$ cat src/rtl/fifo_arb_pkg.sv
// Shared definitions for the FIFO write-port arbiter: state encoding,
// requester-id width helper and the stall counter width.
package fifo_arb_pkg;

  // Arbiter state encoding (kept as plain constants for older tool flows)
  localparam logic [0:0] IDLE = 1'b0;
  localparam logic [0:0] XFER = 1'b1;

  // Width of the optional blocked-cycle counter
  localparam int STALL_CNT_W = 16;

  // Bits needed to name one of n requesters; a single requester still gets one bit
  function automatic int id_width(input int n);
    return (n <= 1) ? 1 : $clog2(n);
  endfunction

endpackage

$ cat src/rtl/rr_pick.sv
// Combinational round-robin picker: finds the first valid requester after
// last_grant, wrapping around. Pure logic, so it can be reused on a read side.
module rr_pick #(
  parameter int N    = 4,
  parameter int ID_W = 2
) (
  input  logic [N-1:0]    valid,
  input  logic [ID_W-1:0] last_grant,
  output logic [ID_W-1:0] winner,
  output logic            any_valid
);

  logic [2*N-1:0] doubled;
  logic [N-1:0]   rotated;
  int             pos;

  // Rotating the doubled vector puts requester last_grant+1 at bit 0
  assign doubled   = {valid, valid};
  assign rotated   = N'(doubled >> (int'(last_grant) + 1));
  assign any_valid = |valid;

  // Scan from the far end down so the nearest valid requester overwrites the rest
  always_comb begin
    winner = '0;
    pos    = 0;
    for (int i = N - 1; i >= 0; i--) begin
      if (rotated[i]) begin
        pos = int'(last_grant) + 1 + i;
        if (pos >= N) pos = pos - N;
        winner = ID_W'(pos);
      end
    end
  end

endmodule

$ cat src/rtl/fifo_wr_arbiter.sv
// Round-robin arbiter sharing one FIFO write port between N_REQ requesters.
// A grant is held for a whole packet, capped at MAX_BURST beats, and every
// accepted beat is written straight into the FIFO, gated by fifo_full.
// Optional build macro: FIFO_ARB_STALL_CNT_EN adds stall_clr / stall_cnt,
// a saturating count of cycles the granted requester was blocked by a full FIFO.
module fifo_wr_arbiter
  import fifo_arb_pkg::*;
#(
  parameter  int DATA_width = 8,
  parameter  int N_REQ      = 4,
  parameter  int MAX_BURST  = 8,
  localparam int ID_W       = id_width(N_REQ)
) (
  input  logic                        clk,
  input  logic                        rst_n,
  input  logic [N_REQ-1:0]            req_valid,
  input  logic [N_REQ*DATA_width-1:0] req_data,
  input  logic [N_REQ-1:0]            req_last,
  output logic [N_REQ-1:0]            req_ready,
  input  logic                        fifo_full,
  output logic                        fifo_wr_en,
  output logic [DATA_width-1:0]       fifo_data,
  output logic [ID_W-1:0]             grant_id,
  output logic                        busy
`ifdef FIFO_ARB_STALL_CNT_EN
  ,
  input  logic                        stall_clr,
  output logic [STALL_CNT_W-1:0]      stall_cnt
`endif
);

  localparam int                BCNT_W    = $clog2(MAX_BURST + 1);
  localparam logic [BCNT_W-1:0] BEAT_LAST = BCNT_W'(MAX_BURST - 1);

  logic [0:0]        state;
  logic [ID_W-1:0]   last_grant;
  logic [BCNT_W-1:0] beat_cnt;
  logic [ID_W-1:0]   pick_id;
  logic              pick_any;
  logic [N_REQ-1:0]  grant_oh;
  logic              g_valid;
  logic              g_last;
  logic              accept;

  rr_pick #(
    .N    (N_REQ),
    .ID_W (ID_W)
  ) u_pick (
    .valid      (req_valid),
    .last_grant (last_grant),
    .winner     (pick_id),
    .any_valid  (pick_any)
  );

  // Steer the granted requester onto the write port; everything is quiet in IDLE
  assign busy       = (state == XFER);
  assign grant_oh   = N_REQ'(1) << grant_id;
  assign g_valid    = |(req_valid & grant_oh);
  assign g_last     = |(req_last & grant_oh);
  assign accept     = busy & g_valid & ~fifo_full;
  assign req_ready  = (busy && !fifo_full) ? grant_oh : '0;
  assign fifo_wr_en = accept;
  assign fifo_data  = busy ? DATA_width'(req_data >> (int'(grant_id) * DATA_width)) : '0;

  // Grant FSM: arbitrate for one cycle in IDLE, then move beats until last or the burst cap
  always_ff @(posedge clk or negedge rst_n) begin
    if (!rst_n) begin
      state      <= IDLE;
      grant_id   <= '0;
      last_grant <= ID_W'(N_REQ - 1);
      beat_cnt   <= '0;
    end else begin
      case (state)
        IDLE: begin
          if (pick_any) begin
            grant_id   <= pick_id;
            last_grant <= pick_id;
            beat_cnt   <= '0;
            state      <= XFER;
          end
        end
        XFER: begin
          if (accept) begin
            if (g_last || beat_cnt == BEAT_LAST) begin
              beat_cnt <= '0;
              state    <= IDLE;
            end else begin
              beat_cnt <= beat_cnt + 1'b1;
            end
          end
        end
        default: state <= IDLE;
      endcase
    end
  end

`ifdef FIFO_ARB_STALL_CNT_EN
  // Count cycles the granted requester has data but the FIFO is full; clear wins, sticks at all-ones
  always_ff @(posedge clk or negedge rst_n) begin
    if (!rst_n) begin
      stall_cnt <= '0;
    end else if (stall_clr) begin
      stall_cnt <= '0;
    end else if (busy && g_valid && fifo_full && !(&stall_cnt)) begin
      stall_cnt <= stall_cnt + 1'b1;
    end
  end
`else
  // Blocked-cycle instrumentation is not built in this configuration
`endif

endmodule

$ cat config.mk
export PLATFORM = sky130hd
export DESIGN_NAME = fifo_wr_arbiter
export DESIGN_NICKNAME = d
export VERILOG_FILES = /design/src/rtl/fifo_arb_pkg.sv /design/src/rtl/rr_pick.sv /design/src/rtl/fifo_wr_arbiter.sv
export SDC_FILE = /design/constraint.sdc
export NUM_CORES = 1
export LEC_CHECK = 0
export ABC_AREA = 0
export BUFFER_PORTS_ARGS = -buffer_cell sky130_fd_sc_hd__buf_2
export CAP_MARGIN = 10
export CORE_MARGIN = 2
export CORE_UTILIZATION = 38
export CTS_CLUSTER_DIAMETER = 120
export DETAILED_ROUTE_END_ITERATION = 8
export GPL_TIMING_DRIVEN = 0
export HOLD_SLACK_MARGIN = 0.02
export PLACE_DENSITY = 0.86
export SYNTH_ARGS = -nofsm -noshare
export SYNTH_HDL_FRONTEND = slang
export SYNTH_HIERARCHICAL = 1
export SYNTH_SLANG_ARGS = --single-unit
$ cat constraint.sdc
create_clock -name clk -period 1.7 [get_ports clk]
set_input_delay 0.17 -clock clk [delete_from_list [all_inputs] [get_ports clk]]
set_output_delay 0.17 -clock clk [all_outputs]
set_load 0.02 [all_outputs]
After elaboration in Yosys (flattened, before gate mapping):

Index checks and enable logic that the tools add are counted.

* word-level logic and storage cells: 55
* output and inout port bits: 16
* register bits after elaboration: 9
* input bits: 43

* order comparisons: 4
* bitwise gates (word level): 6
* shift operators: 3
* muxes and demuxes: 18
* reduce and logical (&&, ||, !) cells: 8
* eq/ne operators: 3
* add/sub/neg operators: 9

Operators by type and width (count)
* 32-bit by 4-bit greater-or-equal comparator with 1-bit output, second input constant: 3
* 32-bit by 5-bit >> shifter with 8-bit output: 1
* 2-bit two-way mux: 8
* 4-bit two-way mux: 4
* 4-bit OR reduction: 3
* 3-bit by 2-bit adder with 4-bit output, second input constant: 2
* 4-bit bitwise AND: 2
* 8-bit two-way mux: 1
* 4-bit case mux with 2 select lines: 1
* 8-bit by 3-bit >> shifter with 4-bit output: 1
* 2-bit by 1-bit subtractor with 2-bit output, second input constant: 4
* 3-bit by 1-bit adder with 4-bit output, second input constant: 1
* 4-bit by 1-bit adder with 4-bit output, second input constant: 1
* 4-bit by 3-bit == test with 1-bit output, second input constant: 1
* 2-bit != test, second input constant: 2
* 2-bit AND reduction: 2
* 1-bit by 2-bit left shift with 4-bit output, first input constant: 1
* 2-bit by 1-bit adder with 3-bit output, second input constant: 1
* 3-bit greater-or-equal comparator, second input constant: 1
* 1-bit two-way mux: 3
* 1-bit bitwise AND: 2
* 1-bit inverter: 2
* 1-bit case mux with 2 select lines: 1
* 1-bit logical AND: 1
* 2 further kinds: 2

Depth between registers and ports, before layout:

Gate-level depths: netlist of the first run.

* depth after elaboration: 8
* mapped depth: 6
* mapped depth without buffers: 5

By module:

Netlist of the first run, hierarchy kept.

By module, submodules not included
* fifo_wr_arbiter: area each 757.0 µm², instances 1, cells an instance 74, seq. area each 227.7 µm²
* rr_pick: area each 78.8 µm², instances 1, cells an instance 14, seq. area each 0.0 µm²

Worst setup path before layout of the first run:

Ideal clock, no wire load.

* path kind: register to output
* start: reg grant_id[0]
* end: out fifo_data[2]
* buffers on the path: 2
* slack: -0.033 ns
* arrival time: 1.563 ns
* stages on the path, launching flop included: 5
* data required time: 1.530 ns
* cell sequence: dfrtp_1 -> buf_6 -> buf_2 -> mux4_2 -> and2_1

* word-level cells in the longest chain between the ends: 2

RTL lines
* from (decl): line fifo_wr_arbiter.sv:23 `output logic [ID_W-1:0] grant_id,`
* from (signal assigned): line fifo_wr_arbiter.sv:76 `grant_id <= pick_id;`
* 32-bit by 5-bit >> shifter with 8-bit output: line fifo_wr_arbiter.sv:63 `assign fifo_data = busy ? DATA_width'(req_data >> (int'(grant_id) * DATA_width)) : '0;`
* 8-bit two-way mux: line fifo_wr_arbiter.sv:63
* to (decl): line fifo_wr_arbiter.sv:22 `output logic [DATA_width-1:0] fifo_data,`

No other way between the ends.

Worst setup path in the final report of the first run:

* start: reg grant_id[0]
* end: out fifo_data[4]

The elaborated chain is that of the path after synthesis.

==> run_results.csv, run 1 <==
group,metric,value,unit
outcome,status,"complete, but fails checks",
outcome,violations,"setup timing",
sta,slew_headroom,0.719,
cells_and_area,final_cell_mix,"buf_2, nand2_1, buf_6, mux4_2",
floorplanning,die_w,50.9,um
floorplanning,rows,16,
synth,async_flop_share,1.00,
synth,synth_cells,88,
floorplanning,dieArea,0.00259,mm2
detailed_routing,drtPass1Iterations,4,
clock_network,numCtsBuffers,3,
cells_and_area,fill_cells,138,
critical_path,cp.arrival,1.72,ns
synth,syn_nets,132,
cells_and_area,final_nets,205,
cells_and_area,final_area,0.00142,mm2
critical_path,path_class,"flop to output pin",
sta,finalSetupTns,-1.68,ns
synth,avgSynthCellArea,9.50,um2
synth,seq_area_frac_synth,0.272,
grt,grt_max_degree,11,
critical_path,slowest_delay,0.52,ns
detailed_routing,wirelength,3.31,mm
grt,grt_usage,0.262,
power_and_ir_drop,power.internal,1.44,mW
power_and_ir_drop,swShare,0.414,
detailed_routing,drtIter0Drc,56,
sta,min_period,1.89,ns
synth,syn_area,836,um2
detailed_routing,wl_per_cell,17.7,um
detailed_routing,via_count,1051,
clock_network,cts.sinks,9,
placement,post_dp_cell_area,0.00116,mm2
critical_path,crit_fanout,8,
critical_path,worst_setup_path_end_kind,"output pin",
grt,overflow,0,
cells_and_area,diodes,0,
sta,worstMarginPinSlew,0.422,ns
clock_network,cts_tree,"done",
sta,setup_viol,13,
synth,synth_flop_cell,"dfrtp_1",
synth,ys_seq_elements,9,
sta,setup_ws,-0.186,ns
run,maxCapViolations,0,
critical_path,cp_cell_sequence,"buf_8 -> mux4_2 -> and2_4 -> buf_6",
grt,grt_pass1_wl,5.03,mm
critical_path,slowest_stage,"mux4_2",
detailed_routing,drc,0,
placement,place.detailed.hpwl,2.08,mm
sta,rsz0062_at_grt,"yes",
cells_and_area,final_util,0.702,
placement,gp_congestion,0.668,
power_and_ir_drop,seq_power_share,0.180,
cells_and_area,area_growth_syn_to_layout,69.8,%
placement,io_buffers,58,
power_and_ir_drop,netSwitchingPower,1.02,mW
power_and_ir_drop,comb_power_share,0.750,
power_and_ir_drop,ir_worst_vdd,1.05,mV
detailed_routing,ant_nets,0,
detailed_routing,via_per_inst,5.62,
sta,finalHoldViolCount,0,
sta,timing.final.crit_share,1.11,
cells_and_area,mostFrequentLayoutCell,"buf_2",
synth,synth_edf_count,0,
floorplanning,initial_core_util,0.413,
clock_network,root_buffer,"clkbuf_4",
clock_network,insertion_delay,0.27,ns
floorplanning,pin_count,59,
critical_path,start_kind,"flop",
sta,fmax,0.530,GHz
power_and_ir_drop,power_density,1730,mW/mm2
sta,slew_viol_final,0,
sta,finClkSkew,0.00964,ns
critical_path,crit_family,"multiplexers",
synth,yosys_warnings,6,
clock_network,cts.clk_slew.worst_paths,0.07,ns
floorplanning,die_height,50.9,um
cells_and_area,drive_gt1_frac,0.644,
critical_path,required,1.53,ns
grt,antenna_found_initial,0,
grt,grt_pass1_vias,1096,
clock_network,htreeDepth,1,
power_and_ir_drop,p_leak,0.718,nW
floorplanning,core-area,0.00202,mm2
synth,ys_types,29,
placement,pre_cts_ws,-0.0864,ns
min_path,hold_path.class,"input pin to asynchronous set/reset pin",
power_and_ir_drop,p_clk_frac,0.070,
critical_path,crit_buf_inv,2,
clock_network,clockBufferDepth,2,
## worst reg2reg max path, cell delays in order (launching register included)
cell and delay [ns]:
dfrtp_2 0.48, buf_4 0.16, mux4_2 0.36, nand2_4 0.07, buf_6 0.13, or4_4 0.50, nand3_2 0.09
## timing repair
item	in CTS	in global routing
gates cloned	1	0
hold buffers	1	0
endpoints found under the setup margin	14	17
pin swaps	4	2
endpoints found under the hold margin	9	0
setup buffers	7	2
resized for setup	39	12
## kinds of logic (layout without fill, tap and decap cells)
family	after synthesis	count (layout)	synth area share
AOI/OAI and AO/OA	11	11	0.0853
buffers and inverters	6	78	0.0374
and+or+nand+nor	51	51	0.307
adders and majority gates	1	1	0.0150
muxes	10	10	0.283
DFF	9	9	0.272
## routing by layer
layer,track usage,part of all wire
met3,0.0965,0.12
met2,0.472,0.51
met5,0,0
met1,0.281,0.35
met4,0.0811,0.024
## flip-flops by register name, indices dropped and copies added (netlist names)
| register | flops |
|---|---|
| beat_cnt | 4 |
| busy | 1 |
| grant_id | 2 |
| last_grant | 2 |
## power by group through the flow
stage	clock (mW)	combinational, mW	sequential, mW
finish	0.171	1.84	0.443
CTS	0.171	1.77	0.404
detailed placement	0	1.23	0.405
global placement	0	1.18	0.396
global route	0.183	1.95	0.452
floorplan	0	0.851	0.425
## final timing paths
check | slack, ns | from | to | cells after the start
setup / recovery | -0.19 | grant_id[0] | fifo_data[4] | 4
hold / removal | 0.28 | rst_n | beat_cnt[2] | 2
setup reg to reg | -0.16 | grant_id[0] | beat_cnt[2] | 6
hold reg to reg | 0.48 | last_grant[0] | last_grant[0] | 2
max in group asynchronous | 1.16 | rst_n | last_grant[0] | 2
min in group clk | 0.29 | req_valid[2] | last_grant[0] | 4
## synthesized netlist by cell type (all sizes together) (2+ instances only)
cell	count	area [um2]
and2	9	56.3
buf	2	16.3
clkbuf	2	7.51
dfrtp	7	175
dfstp	2	52.6
inv	2	7.51
mux4	10	236
nand2	18	70.1
nand2b	3	18.8
nand3	5	25.0
nor2	8	30.0
nor2b	4	27.5
o211ai	2	15.0
o21ai	4	20.0
## final cells by class
cell class	instances	area, um2	share of cell area
Multi-Input combinational cell	73	622	0.438
Timing Repair Buffer	69	470	0.332
Sequential cell	9	230	0.162
Tap cell	27	33.8	0.0238
Clock buffer	4	26.3	0.0185
Buffer	3	26.3	0.0185
Inverter	2	10.0	0.00705
## metrics by stage
step                      cells  power [mW]  hold WS, ns
after floorplan              88        1.28       -0.126
after global placement      173        1.58       0.0280
after detailed placement    173        1.63       0.0294
after CTS                   186        2.34        0.278
after global routing        187        2.58        0.308
final                       187        2.46        0.277
Power figures use the tool's default switching activity.
==> inputs of run 2 (changes only) <==
PLACE_DENSITY = 0.72   (was 0.86)
==> run_results.csv, run 2 (synthesis gave the netlist of run 1 again) <==
group,metric,value,unit
sta,finalHoldViolCount,0,
sta,setup_ws,-0.146,ns
critical_path,rr_worst_depth,6,
min_path,hold_path.class,"input pin to asynchronous set/reset pin",
clock_network,cts_tree,"done",
power_and_ir_drop,power_density,1640,mW/mm2
detailed_routing,drtPass1Iterations,4,
cells_and_area,largest_reg_flops,4,
grt,grt_pass1_wl,3.96,mm
detailed_routing,via_count,951,
critical_path,worst_setup_path_end_kind,"output pin",
cells_and_area,mostFrequentLayoutCell,"buf_2",
power_and_ir_drop,p_leak,0.707,nW
cells_and_area,top_register,"beat_cnt",
clock_network,numCtsBuffers,3,
power_and_ir_drop,ir_worst_vdd,1.06,mV
critical_path,timing.rr.start,"grant_id[0]",
critical_path,rrSetupSlack,-0.13,ns
placement,place.detailed.hpwl,1.84,mm
detailed_routing,drc,0,
critical_path,rr_endpoint,"beat_cnt[2]",
floorplanning,core-area,0.00202,mm2
clock_network,htreeDepth,1,
sta,holdWs,0.282,ns
sta,finClkSkew,0.00445,ns
cells_and_area,final_cell_mix,"buf_2, nand2_1, buf_6, mux4_2, nor2_1",
sta,rsz0062_at_grt,"yes",
cells_and_area,final_nets,203,
floorplanning,die_height,50.9,um
sta,slew_viol_final,0,
critical_path,start_kind,"flop",
critical_path,cp.arrival,1.68,ns
detailed_routing,via_per_inst,5.14,
placement,io_buffers,58,
sta,timing.final.crit_share,1.09,
cells_and_area,multiInputGateArea,621,um2
grt,grt_max_degree,11,
sta,finalSetupTns,-1.22,ns
clock_network,insertion_delay,0.26,ns
detailed_routing,drtIter0Drc,16,
detailed_routing,wirelength,2.47,mm
cells_and_area,area_growth_syn_to_layout,66.0,%
placement,gp_congestion,0.786,
clock_network,root_buffer,"clkbuf_4",
floorplanning,pin_count,59,
sta,worstMarginPinSlew,0.440,ns
clock_network,cts.sinks,9,
detailed_routing,wl_per_cell,13.4,um
run,maxCapViolations,0,
cells_and_area,fill_cells,167,
cells_and_area,ff_latch_area,229,um2
outcome,violations,"setup timing",
grt,antenna_found_initial,0,
sta,fmax,0.542,GHz
floorplanning,die_w,50.9,um
sta,slew_headroom,0.706,
critical_path,required,1.53,ns
critical_path,path_class,"flop to output pin",
clock_network,clockBufferDepth,2,
sta,setup_viol,11,
grt,grt_usage,0.198,
grt,overflow,0,
detailed_routing,ant_nets,0,
floorplanning,dieArea,0.00259,mm2
floorplanning,rows,16,
grt,grt_pass1_vias,941,
clock_network,cts.clk_slew.worst_paths,0.06,ns
floorplanning,initial_core_util,0.413,
outcome,status,"complete, but fails checks",
critical_path,crit_fanout,8,
cells_and_area,drive_gt1_frac,0.595,
cells_and_area,reg_top3,"beat_cnt: 4 flops, grant_id: 2 flops, last_grant: 2 flops",
sta,min_period,1.85,ns
cells_and_area,diodes,0,
==> run 2: cell count changes in the layout (fill, tap and decap cells not counted), moves of 2 or more <==
cell	before	now
and2_1	1	3
and2_4	8	6
buf_2	48	52
buf_4	7	3
mux4_1	0	2
mux4_2	10	8
==> run 2: worst max path at each step <==
stage | startpoint | endpoint | slack, ns | cells after the start
after floorplan | grant_id[0] | fifo_data[2] | 0.02 | 4
after global placement | grant_id[0] | fifo_data[4] | -0.04 | 5
after detailed placement | grant_id[0] | fifo_data[4] | -0.05 | 5
after CTS | grant_id[0] | fifo_data[2] | -0.16 | 5
after global routing | grant_id[0] | fifo_data[2] | -0.20 | 4
final | grant_id[0] | fifo_data[2] | -0.15 | 4
==> run 2: layout make-up <==
cell class / instances / share of cell area
timing repair buffer: 67 / 0.320
tap: 27 / 0.0243
inverter: 2 / 0.00721
multi-input combinational: 73 / 0.447
sequential: 9 / 0.165
buffer: 3 / 0.0171
clock buffer: 4 / 0.0189
==> run 2: what timing repair did <==
item,4_1_cts,5_1_grt
gates resized for setup,30,10
pin swaps,1,3
endpoints found under the hold margin,9,0
setup endpoints to repair,9,17
hold buffers,1,0
buffers inserted,5,2
cloned,1,0
==> run 2: per-stage QoR <==
stage               utilization  setup slack, ns  cells  cell area, um2  power (mW)
floorplan                     -           0.0227     88             837        1.28
global placement          0.574          -0.0422    173            1160        1.59
detailed placement        0.574          -0.0516    173            1160        1.62
CTS                       0.671           -0.156    184            1360        2.23
global route              0.686           -0.202    185            1390        2.42
finish                    0.686           -0.146    185            1390        2.28
==> run 2: worst max-delay path: stages (launching register included) <==
cell and delay [ns]:
dfrtp_2 0.46, buf_8 0.15, mux4_2 0.50, and2_4 0.18, buf_6 0.12
==> run 2: report_power, final <==
| part | switching [mW] | total, mW | internal, mW |
|---|---|---|---|
| clock | 0.0750 | 0.166 | 0.0905 |
| combinational | 0.743 | 1.68 | 0.941 |
| sequential | 0.113 | 0.426 | 0.313 |
==> run 2: per-layer routing <==
metal / track usage / up-vias / share of wire
met4: 0.0586 / 0 / 0.011
met1: 0.215 / 427 / 0.39
li1: - / 464 / -
met2: 0.366 / 56 / 0.49
met3: 0.0614 / 4 / 0.10
met5: 0 / - / 0
